**config.mk**
```make
export PLATFORM = sky130hd
export DESIGN_NAME = tpuv1_mmio_responder
export DESIGN_NICKNAME = d
export VERILOG_FILES = /design/src/rtl/tpuv1_mmio_responder.sv
export SDC_FILE = /design/constraint.sdc
export NUM_CORES = 2
export LEC_CHECK = 0
export BUFFER_PORTS_ARGS = -buffer_cell sky130_fd_sc_hd__buf_2
export CAP_MARGIN = 20
export CORE_MARGIN = 1.5
export CORE_UTILIZATION = 45
export CTS_CLUSTER_DIAMETER = 80
export DETAILED_ROUTE_END_ITERATION = 12
export GPL_TIMING_DRIVEN = 1
export MAX_ROUTING_LAYER = met4
export PLACE_DENSITY = 0.6
export SYNTH_ARGS = -nofsm -noshare
export SYNTH_HDL_FRONTEND = slang
export SYNTH_SLANG_ARGS = --single-unit
```
**constraint.sdc**
```tcl
create_clock -name clk -period 3.5 [get_ports clk]
set_input_delay 0.35 -clock clk [delete_from_list [all_inputs] [get_ports clk]]
set_output_delay 0.35 -clock clk [all_outputs]
set_load 0.005 [all_outputs]
```
**src/rtl/tpuv1_mmio_responder.sv**
```systemverilog
// MMIO responder for the TPU: host-visible A/B/C storage, start control,
// operand streaming into the systolic core and C write-back capture.
module tpuv1_mmio_responder #(
   parameter int BITS_AB = 8,
   parameter int BITS_C  = 16,
   parameter int DIM     = 8,
   parameter int ADDRW   = 16,
   parameter int DATAW   = 64
) (
   input  logic                      clk,
   input  logic                      rst_n,
   input  logic [ADDRW-1:0]          addr,
   input  logic [DATAW-1:0]          dataIn,
   input  logic                      r_w,
   output logic [DATAW-1:0]          dataOut,
   output logic                      rdValid,
   output logic [DIM*BITS_AB-1:0]    a_col,
   output logic [DIM*BITS_AB-1:0]    b_row,
   output logic                      feed_valid,
   input  logic                      c_wr_en,
   input  logic [$clog2(DIM)-1:0]    c_wr_row,
   input  logic [DIM*BITS_C-1:0]     c_wr_data,
   input  logic                      core_done,
   output logic                      busy
);

   localparam int RW = $clog2(DIM);
   localparam logic [ADDRW-1:0] A_LO = ADDRW'(32'h100);
   localparam logic [ADDRW-1:0] A_HI = ADDRW'(32'h100 + 8 * DIM);
   localparam logic [ADDRW-1:0] B_LO = ADDRW'(32'h200);
   localparam logic [ADDRW-1:0] B_HI = ADDRW'(32'h200 + 8 * DIM);
   localparam logic [ADDRW-1:0] C_LO = ADDRW'(32'h300);
   localparam logic [ADDRW-1:0] C_HI = ADDRW'(32'h300 + 16 * DIM);
   localparam logic [ADDRW-1:0] CTRL = ADDRW'(32'h400);

   typedef enum logic [1:0] {IDLE, FEED, DRAIN} state_t;

   state_t               state_q, state_d;
   logic [RW-1:0]        k_q, k_d;
   logic [DATAW-1:0]     a_mem [DIM];
   logic [DATAW-1:0]     b_mem [DIM];
   logic [2*DATAW-1:0]   c_mem [DIM];

   logic                 a_hit, b_hit, c_hit, ctrl_hit, host_wr;
   logic [RW-1:0]        ab_idx, c_idx;
   logic                 c_hi;

   assign a_hit    = (addr >= A_LO) && (addr < A_HI);
   assign b_hit    = (addr >= B_LO) && (addr < B_HI);
   assign c_hit    = (addr >= C_LO) && (addr < C_HI);
   assign ctrl_hit = (addr[ADDRW-1:3] == CTRL[ADDRW-1:3]);
   assign ab_idx   = addr[3 +: RW];
   assign c_idx    = addr[4 +: RW];
   assign c_hi     = addr[3];
   assign host_wr  = r_w && !busy;

   // Core write is placed last so it overrides a same-row host C write.
   always_ff @(posedge clk or negedge rst_n) begin
      if (!rst_n) begin
         for (int unsigned i = 0; i < DIM; i++) begin
            a_mem[i] <= '0;
            b_mem[i] <= '0;
            c_mem[i] <= '0;
         end
      end else begin
         if (host_wr) begin
            if (a_hit) a_mem[ab_idx] <= dataIn;
            if (b_hit) b_mem[ab_idx] <= dataIn;
            if (c_hit) begin
               if (c_hi) c_mem[c_idx][DATAW +: DATAW] <= dataIn;
               else      c_mem[c_idx][0 +: DATAW]     <= dataIn;
            end
         end
         if (c_wr_en) c_mem[c_wr_row] <= c_wr_data;
      end
   end

   always_ff @(posedge clk or negedge rst_n) begin
      if (!rst_n) begin
         state_q <= IDLE;
         k_q     <= '0;
      end else begin
         state_q <= state_d;
         k_q     <= k_d;
      end
   end

   always_comb begin
      state_d    = state_q;
      k_d        = k_q;
      busy       = 1'b0;
      feed_valid = 1'b0;
      case (state_q)
         IDLE: begin
            if (host_wr && ctrl_hit) begin
               state_d = FEED;
               k_d     = '0;
            end
         end
         FEED: begin
            busy       = 1'b1;
            feed_valid = 1'b1;
            k_d        = k_q + 1'b1;
            if (k_q == RW'(DIM - 1)) begin
               state_d = DRAIN;
               k_d     = '0;
            end
         end
         DRAIN: begin
            busy = 1'b1;
            if (core_done) state_d = IDLE;
         end
         default: state_d = IDLE;
      endcase
   end

   // a_col gathers column k across all A rows; b_row is B row k directly.
   always_comb begin
      a_col = '0;
      b_row = '0;
      if (feed_valid) begin
         for (int unsigned i = 0; i < DIM; i++)
            a_col[i*BITS_AB +: BITS_AB] = a_mem[i][k_q*BITS_AB +: BITS_AB];
         b_row = b_mem[k_q];
      end
   end

   always_comb begin
      dataOut = '0;
      if (a_hit)         dataOut = a_mem[ab_idx];
      else if (b_hit)    dataOut = b_mem[ab_idx];
      else if (c_hit)    dataOut = c_hi ? c_mem[c_idx][DATAW +: DATAW]
                                        : c_mem[c_idx][0 +: DATAW];
      else if (ctrl_hit) dataOut = {{(DATAW-1){1'b0}}, busy};
      rdValid = !r_w && (a_hit || b_hit || c_hit || ctrl_hit);
   end

endmodule

```
Word level (Yosys, flattened, before mapping)
Cells that the tools add are included.
Widths: inputs -> output; s select.
{"block": "word_totals", "romBits": 0, "regBits": 2053, "n_memories": 0, "latchBits": 0, "mem_bits_rw": 0, "elab_cells": 125}
{"block": "classes", "n_eq_ne": 7, "bitwise_logic": 4, "add_sub_neg": 1, "n_reduce_logical": 21, "n_mux": 45, "div": 0, "n_mul": 0, "shift": 8, "n_lt_le_gt_ge": 13}
{"operator": "$mux 1024", "count": 4}
{"operator": "$bwmux 1024", "count": 3}
{"operator": "$demux 128 s3", "count": 3}
{"operator": "$bwmux 512", "count": 2}
{"operator": "$mux 64", "count": 14}
{"operator": "$bmux 64 s3", "count": 3}
{"operator": "$mux 128", "count": 4}
{"operator": "$shiftx 64x7->8", "count": 8}
{"operator": "$bmux 128 s3", "count": 1}
{"operator": "$demux 64 s3", "count": 1}
{"operator": "$ge 16x10->1 const B", "count": 2}
{"operator": "$lt 16x10->1 const B", "count": 2}
{"operator": "$ge 16x9->1 const B", "count": 1}
{"operator": "$ge 4x4->1 const B", "count": 4}
{"operator": "$lt 16x9->1 const B", "count": 1}
{"operator": "$not 3->4", "count": 4}
{"operator": "$eq 13x8->1 const B", "count": 1}
{"operator": "$lt 4x1->1 const B", "count": 3}
{"operator": "$logic_and 1x1->1", "count": 9}
{"operator": "$mux 2", "count": 3}
{"operator": "$mux 3", "count": 2}
{"operator": "$ne 2x2->1 const B", "count": 3}
{"operator": "$pmux 2 s3", "count": 1}
{"operator": "$pmux 3 s2", "count": 1}
{"operator": "other kinds (12)", "count": 19}

Longest topological paths before layout
{"block": "logic_depth", "word_depth": 11, "ltp_mapped": 10}

Worst setup path before layout
OpenSTA, ideal clock, no wires.
{"block": "synth_timing", "kind": "input to output", "from": "input addr[4]", "to": "output dataOut[17]", "cell_stages": 7, "slack_ns": 0.912, "arrival_time_ns": 2.238, "path_cell_list": "buf_2 -> buf_2 -> buf_1 -> mux4_2 -> a22oi_1 -> a21oi_1 -> a31o_2"}
{"block": "synth_between", "elab_chain_cells": 8, "word_cells_on_any_way": 24, "classes_between": "order compare (6); mux (13); bitwise (2); reduce/logical (3)"}
{"element": "start: declaration", "line_no": "12", "source": "input logic [ADDRW-1:0] addr,"}
{"element": "branches (longest 7 deep; another with $ge 16x10->1)"}
{"element": "$mux 64 *", "line_no": "130", "source": "if (a_hit) dataOut = a_mem[ab_idx];"}
{"element": "end: declaration", "line_no": "15", "source": "output logic [DATAW-1:0] dataOut,"}
Mark *: on every way between the ends. The select of a mux whose other input is x is not followed.

Worst setup path after layout
{"block": "layout_timing", "from": "input addr[4]", "to": "output dataOut[56]"}
The elaborated chain is that of the path after synthesis.

==> metrics.csv <==
stage,metric,value,unit
routing,dr.first_iter.drc_count,9889,
timing,finalWorstSetupSlack,12.9,ps
timing,period_share,99.6,%
clock_tree,clk_latency,910,ps
clock_tree,cts.reportedPaths.clkPinSlew,60,ps
setup_path,rrSetupSlack,330,ps
setup_path,start_kind,input port,
timing,drv_slew,0,
timing,final.min_clock_period,3490,ps
timing,max_freq,0.287,GHz
run_status,status,completed,
grt,grt_pass1_wl,593000,um
cells_and_area,multiInputGateArea,0.0546,mm2
timing,setup_viol,0,
clock_tree,cts-htree-levels,4,
grt,gr-total-overflow,0,
cells_and_area,stdcell_area,0.127,mm2
cells_and_area,nets,9640,
logic_synthesis,synth_cell_types,64,
routing,dr_total_vias,82200,
logic_synthesis,ys_warn_count,0,
setup_path,r2r-start,state_q[0],
placement,globalplace.congestion,0.920,
floorplanning,rows,181,
grt,antenna_found_initial,94,
routing,drt-total-wl,409000,um
grt,grt_usage,33.6,%
grt,grt_pass1_vias,80900,
placement,postPlaceCellArea,0.118,mm2
logic_synthesis,ys_ff_latch,2053,
clock_tree,cts_buffers,222,
power,peakVddDrop,0.606,mV
routing,via_per_inst,6.38,
timing,tightest_slew,1140,ps
clock_tree,max-clock-path-buffers,3,
routing,drc,0,
grt,grt_max_degree,161,
timing,rsz0062_at_grt,yes,
cells_and_area,area_growth,15.6,%
floorplanning,die_w,498,um
setup_path,startpoint,addr[4],
power,p_leak,55.0,nW
floorplanning,die-area,0.248,mm2
routing,postRouteAntennaNets,0,
timing,fin_worst_skew,51.8,ps
flow_run,cap_violations,0,
setup_path,worstPathRequired,3150,ps
logic_synthesis,synth_edf_count,0,
routing,dr.pass1.iters,6,
logic_synthesis,syn_inst,9212,
clock_tree,cts_tree,yes,
logic_synthesis,syn-num-nets,9433,
logic_synthesis,syn_area,0.110,mm2
cells_and_area,fillers,20800,
setup_path,crit_arrival,3140,ps
floorplanning,num_io_pins,411,
hold_path,hp-start,c_wr_row[0],
power,power_density,496,mW/mm2
setup_path,crit_fanout,26,
placement,hpwl,265000,um
floorplanning,core-area,0.243,mm2
logic_synthesis,ys.flop_type,dfrtp_1,
timing,hold_viol_final,0,
cells_and_area,ff_latch_area,0.0514,mm2
floorplanning,die_h,498,um
placement,dp_worst_setup_slack,37.8,ps
setup_path,reg2reg_depth,8,
timing,whs,54.2,ps
logic_synthesis,synth-async-reset-ratio,100,%
clock_tree,clock_sinks,2053,
logic_synthesis,avgSynthCellArea,12.0,um2
setup_path,r2r_end,b_mem[458],
hold_path,worstHoldPathType,in -> reg,
routing,wire_per_inst,31.7,um
cells_and_area,final_common_cell,dfrtp_1,
setup_path,cp-endpoint,dataOut[56],
cells_and_area,drive_gt1_share,31.5,%
logic_synthesis,yosysSeqAreaShare,46.6,%
timing,relSlewSlack,23.8,%
placement,portBuffers,407,
setup_path,critPathCaptureType,output port,
power,power.total,0.0632,W
setup_path,criticalPathCategory,in -> out,
clock_tree,root_buffer,clkbuf_16,
floorplanning,start_util,45.3,%
cells_and_area,mostFrequentLayoutCells,"2050 x dfrtp_1, 1225 x mux2i_1, 1042 x mux2_2",
final cells by class:
cell class	count	share of cell area, %
diodes	81	0.159
clock buffers	342	5.10
clock inverters	58	0.777
inverters	7	0.0265
multi-input cells	6069	42.8
flip-flops and latches	2053	40.3
well taps	3202	3.14
repair buffers	1066	7.66
through the flow:
| stage | util [%] | setup TNS [ps] | std cells |
|---|---|---|---|
| after global placement | 48.4 | 0 | 12300 |
| after global routing | 52.4 | -56.1 | 12900 |
| after CTS | 52.2 | -3.21 | 12800 |
| after detailed placement | 48.4 | 0 | 12300 |
| final | 52.4 | 0 | 12900 |
| after floorplan | - | 0 | 9212 |
cell families (layout without fill, tap and decap cells):
logic type,Yosys count,after routing,share of synthesized area (%)
other cells,0,81,0
compound gates,1711,1711,9.05
fa+ha+maj,5,5,0.0567
xor+xnor,1,1,0.00794
mux,2944,2944,34.7
flops,2053,2053,46.6
buf+inv,1090,1473,4.48
simple gates,1408,1408,5.14
what timing repair did:
action / CTS / global route
buffers inserted: 5 / 5
resized for setup: 62 / 25
hold buffers: 133 / 0
setup endpoints to repair: 110 / 30
cloned: 4 / 0
endpoints found under the hold margin: 1491 / 0
cells in the mapped netlist (5+ instances only):
library cell     n  area share, %
a21o_1          20           0.14
mux2_1          41           0.42
o311ai_0         5          0.040
a31oi_1         26           0.15
buf_6            6          0.061
o22ai_1         10          0.057
nand2_1        592            2.0
mux2_2        1042             11
a22o_1          18           0.14
ha_1             5          0.057
nor3_1          14          0.064
nand3_4          5          0.079
a21oi_1        666            3.0
mux2i_1       1269             12
nor2b_1         12          0.068
a221oi_1       118           0.94
a22oi_1        187            1.3
nor2_2           6          0.034
o32a_1           6          0.054
nor2_1         705            2.4
buf_2          266            1.2
dfrtp_1       2053             47
buf_4          124           0.84
o221ai_1        14           0.11
nand3_1         20          0.091
and2_1           5          0.028
mux4_2         592             12
a221o_1         19           0.17
nand4_1          8          0.045
o21ai_0        580            2.6
nor3b_1          6          0.041
o22a_1           9          0.071
clkbuf_1       602            2.0
o31ai_1          5          0.034
buf_1           85           0.29
inv_1            6          0.020
critical path, stage by stage:
cell	delay [ps]
buf_8	370
buf_12	280
inv_2	210
nand2_1	370
buf_4	260
o22ai_1	80
o311ai_0	610
buf_4	210
o21ai_0	110
buf_2	160
worst min-delay path by stage:
stage,end,slack [ps],depth (start not counted)
after global routing,a_mem[222],90,3
after CTS,c_mem[88],10,4
final,c_mem[88],50,4
after detailed placement,a_mem[244],330,1
after floorplan,a_mem[0],50,0
after global placement,a_mem[244],320,1
state kept, by name (all words and copies together), names as in the netlist:
name     cells
c_mem     1024
a_mem      512
k_q          3
state_q      2
b_mem      512
routing by layer:
metal | share of wire, % | track usage [%]
met5 | 0 | -
met4 | 4.4 | 13.2
met3 | 11 | 8.46
met2 | 44 | 48.4
met1 | 41 | 45.3
power by group:
part	internal (W)	leakage (nW)	switching [W]
Sequential	0.0261	26.5	0.00136
Combinational	0.00508	24.9	0.00624
Clock	0.0140	3.65	0.0104
Total	0.0452	55.0	0.0180
Note: power is estimated with default switching activity, not from simulation.
